File: config.mk
export PLATFORM = sky130hd
export DESIGN_NAME = memory_tank_seq
export DESIGN_NICKNAME = d
export VERILOG_FILES = /design/src/rtl/edsac_mem_pkg.sv /design/src/rtl/memory_digit_timer.sv /design/src/rtl/memory_tank_seq.sv
export SDC_FILE = /design/constraint.sdc
export NUM_CORES = 1
export LEC_CHECK = 0
export ABC_CLOCK_PERIOD_IN_PS = 2760
export CAP_MARGIN = 20
export CORE_ASPECT_RATIO = 0.6
export CORE_MARGIN = 2
export CORE_UTILIZATION = 53
export CTS_CLUSTER_DIAMETER = 80
export CTS_CLUSTER_SIZE = 25
export DETAILED_ROUTE_END_ITERATION = 10
export PLACE_DENSITY = 0.8
export SLEW_MARGIN = 40
export SYNTH_ARGS = -nofsm -noshare
export SYNTH_HDL_FRONTEND = slang
export SYNTH_SLANG_ARGS = --single-unit
File: constraint.sdc
create_clock -name r2_clk -period 2.76 [get_ports r2_clk]
set_input_delay 0.552 -clock r2_clk [delete_from_list [all_inputs] [get_ports r2_clk]]
set_output_delay 0.552 -clock r2_clk [all_outputs]
set_load 0.005 [all_outputs]
File: src/rtl/edsac_mem_pkg.sv
// Shared definitions for the EDSAC mercury-tank store: digit timing constants,
// default geometry, word/slot types and the tank sequencer state encoding.
package edsac_mem_pkg;

  localparam int DIGITS_PER_MC = 18;
  localparam int DEF_WORD_BITS = 17;
  localparam int DEF_GAP_BITS  = 1;
  localparam int DEF_SLOTS     = 32;

  typedef logic [DEF_WORD_BITS-1:0]     word_t;
  typedef logic [$clog2(DEF_SLOTS)-1:0] slot_t;

  typedef enum logic [1:0] {
    ST_IDLE = 2'd0,
    ST_WAIT = 2'd1,
    ST_XFER = 2'd2,
    ST_DONE = 2'd3
  } mem_state_e;

endpackage

File: src/rtl/memory_digit_timer.sv
// Free-running digit / minor-cycle counter pair for one tank; dig_wrap is high
// in the last digit of every minor cycle.
module memory_digit_timer
  import edsac_mem_pkg::*;
#(
  parameter int DIGITS = DIGITS_PER_MC,
  parameter int SLOTS  = DEF_SLOTS
) (
  input  logic                      clk,
  input  logic                      rst_n,
  output logic [$clog2(DIGITS)-1:0] dig_cnt,
  output logic [$clog2(SLOTS)-1:0]  mc_cnt,
  output logic                      dig_wrap
);

  localparam int DW = $clog2(DIGITS);
  localparam int SW = $clog2(SLOTS);
  localparam logic [DW-1:0] DIG_LAST = DW'(DIGITS - 1);
  localparam logic [SW-1:0] MC_LAST  = SW'(SLOTS - 1);

  assign dig_wrap = (dig_cnt == DIG_LAST);

  always_ff @(posedge clk or negedge rst_n) begin
    if (!rst_n) begin
      dig_cnt <= '0;
      mc_cnt  <= '0;
    end else if (dig_wrap) begin
      dig_cnt <= '0;
      mc_cnt  <= (mc_cnt == MC_LAST) ? '0 : mc_cnt + 1'b1;
    end else begin
      dig_cnt <= dig_cnt + 1'b1;
    end
  end

endmodule

File: src/rtl/memory_tank_seq.sv
// Word-level read/write sequencer for one mercury delay-line tank.
// Optional MEMORY_TANK_MONITOR_EN adds the registered CRT monitor stream.
module memory_tank_seq
  import edsac_mem_pkg::*;
#(
  parameter int WORD_BITS = DEF_WORD_BITS,
  parameter int GAP_BITS  = DEF_GAP_BITS,
  parameter int SLOTS     = DEF_SLOTS
) (
  input  logic                                   r2_clk,
  input  logic                                   r2_rst_n,
  // Request handshake: a request transfers on any clock where req_valid and
  // req_ready are both high; req_ready is high exactly while the FSM is idle.
  input  logic                                   req_valid,
  output logic                                   req_ready,
  input  logic                                   req_write,
  input  logic [$clog2(SLOTS)-1:0]               req_slot,
  input  logic [WORD_BITS-1:0]                   req_data,
  output logic                                   rsp_valid,
  output logic [WORD_BITS-1:0]                   rsp_data,
  input  logic                                   tank_mob,
  output logic                                   tank_mib,
  output logic                                   tank_clr,
  output logic                                   tank_in,
  output logic                                   tank_out,
  output logic [$clog2(WORD_BITS+GAP_BITS)-1:0]  dig_cnt,
  output logic [$clog2(SLOTS)-1:0]               mc_cnt,
  output logic                                   monitor,
  output mem_state_e                             state_dbg
);

  localparam int DIGITS = WORD_BITS + GAP_BITS;
  localparam int DW     = $clog2(DIGITS);
  localparam int SW     = $clog2(SLOTS);
  localparam logic [DW-1:0] LAST_DATA_DIG = DW'(WORD_BITS - 1);
  localparam logic [SW-1:0] LAST_SLOT     = SW'(SLOTS - 1);

  mem_state_e           state, state_nxt;
  logic [SW-1:0]        slot_q;
  logic                 wr_q;
  logic [WORD_BITS-1:0] data_q, shift_q;
  logic                 dig_wrap;
  logic                 accept, wr_nxt, xfer_nxt;
  logic [WORD_BITS-1:0] data_nxt;
  logic [DW-1:0]        dig_nxt;

  memory_digit_timer #(.DIGITS(DIGITS), .SLOTS(SLOTS)) u_timer (
    .clk      (r2_clk),
    .rst_n    (r2_rst_n),
    .dig_cnt  (dig_cnt),
    .mc_cnt   (mc_cnt),
    .dig_wrap (dig_wrap)
  );

  function automatic logic [SW-1:0] prev_slot(input logic [SW-1:0] s);
    return (s == '0) ? LAST_SLOT : s - 1'b1;
  endfunction

  // Entering XFER is decided one cycle early (at the gap digit of the slot
  // before the target) so the registered gates line up with digit 0.
  always_comb begin
    accept    = req_valid && req_ready;
    state_nxt = state;
    case (state)
      ST_IDLE: if (accept)
                 state_nxt = (dig_wrap && mc_cnt == prev_slot(req_slot)) ? ST_XFER : ST_WAIT;
      ST_WAIT: if (dig_wrap && mc_cnt == prev_slot(slot_q)) state_nxt = ST_XFER;
      ST_XFER: if (dig_cnt == LAST_DATA_DIG) state_nxt = ST_DONE;
      ST_DONE: state_nxt = ST_IDLE;
      default: state_nxt = ST_IDLE;
    endcase
    wr_nxt   = accept ? req_write : wr_q;
    data_nxt = accept ? req_data  : data_q;
    xfer_nxt = (state_nxt == ST_XFER);
    dig_nxt  = (state == ST_XFER) ? dig_cnt + 1'b1 : '0;
  end

  always_ff @(posedge r2_clk or negedge r2_rst_n) begin
    if (!r2_rst_n) begin
      state     <= ST_IDLE;
      slot_q    <= '0;
      wr_q      <= 1'b0;
      data_q    <= '0;
      shift_q   <= '0;
      req_ready <= 1'b1;
      rsp_valid <= 1'b0;
      rsp_data  <= '0;
      tank_clr  <= 1'b0;
      tank_in   <= 1'b0;
      tank_out  <= 1'b0;
      tank_mib  <= 1'b0;
    end else begin
      state     <= state_nxt;
      if (accept) begin
        slot_q <= req_slot;
        wr_q   <= req_write;
        data_q <= req_data;
      end
      req_ready <= (state_nxt == ST_IDLE);
      rsp_valid <= (state_nxt == ST_DONE);
      tank_clr  <= xfer_nxt && wr_nxt;
      tank_in   <= xfer_nxt && wr_nxt;
      tank_out  <= xfer_nxt && !wr_nxt;
      tank_mib  <= xfer_nxt && wr_nxt && data_nxt[dig_nxt];
      // LSB arrives first, so shifting right leaves digit 0 in bit 0 after 17 bits.
      if (state == ST_XFER && !wr_q) begin
        shift_q <= {tank_mob, shift_q[WORD_BITS-1:1]};
        if (state_nxt == ST_DONE) rsp_data <= {tank_mob, shift_q[WORD_BITS-1:1]};
      end
    end
  end

`ifdef MEMORY_TANK_MONITOR_EN
  always_ff @(posedge r2_clk or negedge r2_rst_n) begin
    if (!r2_rst_n) monitor <= 1'b0;
    else           monitor <= (state == ST_XFER && wr_q) ? tank_mib : tank_mob;
  end
`else
  assign monitor = 1'b0;
`endif

  assign state_dbg = state;

endmodule
==> out/metrics.yaml <==
slew-limit-headroom_pct: 55.95
finalSetupViolCount: 0
fin_area_mm2: 0.004417
maxCapViolations: 0
layoutNonFillerInstCount: 447
power_mw: 2.790
yosysSeqAreaShare_pct: 51.72
final_common_cell: "dfrtp_1"
p_leak_nw: 1.987
synth_area_mm2: 0.003535
root_buffer: "clkbuf_8"
path_class: "reg2reg"
viasPerCell: 5.609
cpPeakStageDelay_ns: 0.60
gr-total-overflow: 0
start_kind: "flop"
fin_ws_ns: 0.2820
syn_avg_cell_area_um2: 12.19
crit_path_start: "u_timer.dig_cnt[0]"
rr_startpoint: "u_timer.dig_cnt[0]"
cts_setup_buffers: 0
syn_nets: 324
slew_viol_final: 0
io_pins: 63
vias: 2507
synth_compound_area_share_pct: 10.90
r2r_end: "req_ready"
cpLargestDelayFamily: "compound AO/OA/AOI/OAI gates"
ys_warn_count: 0
async_flop_share_pct: 100.0
drtIter0Drc: 193
area_growth_pct: 24.96
reg2reg_slack_ns: 0.28
place_congestion: 0.9269
synth_top_family_by_area: "multiplexers"
finalHoldViolCount: 0
synth_xor_area_share_pct: 2.726
cts_buffers: 9
fillers: 464
drc: 0
cp_cell_sequence: "ha_1, nand4bb_1, or2_2, a211oi_2, o221a_2, o21ai_0, a221oi_2"
worstPathBufferInverterCount: 0
cp.depth: 7
postRouteAntennaNets: 0
cts.path.max_buffers: 2
cts_tree: "done"
dpl_cell_area_mm2: 0.004257
p_per_area_mw_per_mm2: 631.8
gr-usage-all-layers_pct: 22.88
hold_ws_ns: 0.2264
worst_clock_skew_ns: 0.006829
synth.mux.area_fraction_pct: 17.27
synth_edf_count: 0
drt-wirelength-per-cell_um: 16.84
min_path_type: "in2async"
placed_cells: 432
grt_pass1_wl_mm: 12.52
yosysUniqueCellTypes: 62
max_freq_ghz: 0.4036
dieHeight_um: 67.26
ys.flop_type: "dfrtp_1"
grt_pass1_vias: 2481
htreeDepth: 3
ctsHoldBuffers: 0
ys_seq_elements: 73
hpwlAfterDp_mm: 5.505
mostFrequentLayoutCells: "dfrtp_1, clkdlybuf4s50_1, mux2_2, nand2_1, inv_1"
cp-end-kind: "flop"
crit_fanout: 12
diodes: 0
ir_worst_vdd_mv: 0.4078
core_mm2: 0.006276
die_w_um: 109.4
clock-sinks: 73
path_clk_slew_ns: 0.08
dr.pass1.iters: 4
die_area_mm2: 0.007360
grt_max_degree: 74
fp-row-count: 22
antenna_found_initial: 0
initial_utilization_pct: 56.32
rsz0062_at_grt: "false"
dp_slack_ns: -0.03504
synthAdderAreaFrac_pct: 2.478
period_share_pct: 89.78
final_net_count: 393
worstMarginPinSlew_ns: 0.6560
critical_path.slowest_cell: "dfrtp_1"
synth_simple_gate_area_share_pct: 10.90
final_layout_size_suffix_gt1_share_pct: 26.17
crit_arrival_ns: 2.72
synthesis.instances: 290
wl_mm: 7.529
outcome: "finished clean"
finalWorstPathRequiredPeriod_ns: 2.478
clock_latency_ns: 0.34
required_ns: 3.01
ctsResizeCount: 0
worst_r2r_path_depth: 7
port_buffers: 61
[worst register-to-register path, stage by stage, from the launching register on]
cell and delay [ns]:
dfrtp_1 0.60, ha_1 0.24, nand4bb_1 0.27, or2_2 0.39
a211oi_2 0.22, o221a_2 0.25, o21ai_0 0.13, a221oi_2 0.28
[synthesized netlist by cell type (all sizes together), types with 2 or more instances]
| cell type | instances | share of area, % |
|---|---|---|
| nor2 | 15 | 1.7 |
| mux2 | 49 | 16 |
| ha | 7 | 2.5 |
| o221ai | 3 | 0.92 |
| o21ai | 14 | 2.0 |
| or3 | 2 | 0.39 |
| xnor2 | 6 | 1.5 |
| and2 | 3 | 0.57 |
| nand3 | 7 | 0.99 |
| or2 | 2 | 0.35 |
| a211oi | 3 | 0.92 |
| o22ai | 3 | 0.53 |
| and2b | 2 | 0.50 |
| nand2 | 18 | 1.9 |
| clkbuf | 4 | 0.42 |
| and3 | 6 | 1.1 |
| a21o | 2 | 0.42 |
| o2111ai | 3 | 0.74 |
| a2111oi | 2 | 1.1 |
| a21oi | 6 | 0.85 |
| a221oi | 3 | 0.92 |
| mux4 | 2 | 1.3 |
| buf | 8 | 1.9 |
| inv | 15 | 1.6 |
| xor2 | 5 | 1.2 |
| o211ai | 2 | 0.42 |
| dfrtp | 72 | 51 |
| nand2b | 3 | 0.53 |
[registers in the layout, indices dropped and copies added, names as in the netlist, 2 cells and up]
name,count
data_q,17
rsp_data,17
u_timer.dig_cnt,5
slot_q,5
shift_q,16
u_timer.mc_cnt,5
state_dbg,2
[metrics by stage]
stage / TNS (ns) / util [%]
2_1_floorplan: 0 / -
3_3_place_gp: 0 / 67.82
3_5_place_dp: -0.03504 / 67.82
4_1_cts: 0 / 70.37
5_1_grt: 0 / 70.37
6_report: 0 / 70.37
[per-layer routing]
metal / vias up / part of all wire (%) / track usage (%)
met4: 0 / 1.1 / 6.329
met3: 10 / 7.2 / 6.757
met2: 83 / 42 / 31.17
li1: 1183 / - / -
met5: - / 0 / 0
met1: 1231 / 49 / 35.19
[cell type report]
class	instances	area, um2	area share [%]
clock buffers	9	123.9	2.805
clock inverters	6	36.28	0.8215
inverters	15	56.30	1.275
multi-input cells	190	1569	35.52
flip-flops and latches	73	1828	41.39
well taps	84	105.1	2.380
repair buffers	70	698.2	15.81
[worst max-delay path by stage]
stage | to
floorplan | tank_mib
global route | tank_mib
CTS | req_ready
finish | req_ready
global placement | req_ready
detailed placement | req_ready
[cells by family after synthesis]
logic type,after synthesis
compound gates,49
xor+xnor,11
fa+ha+maj,7
buf+inv,27
flops,73
mux,52
other cells,1
simple gates,70
[power breakdown]
group	total (mW)	switching [mW]	leakage, nW	internal [mW]
clock	0.706	0.390	0.0846	0.316
combinational	0.717	0.344	0.955	0.373
sequential	1.37	0.112	0.947	1.26
total	2.79	0.846	1.99	1.94
No activity file was read; power rests on OpenSTA's default activity.
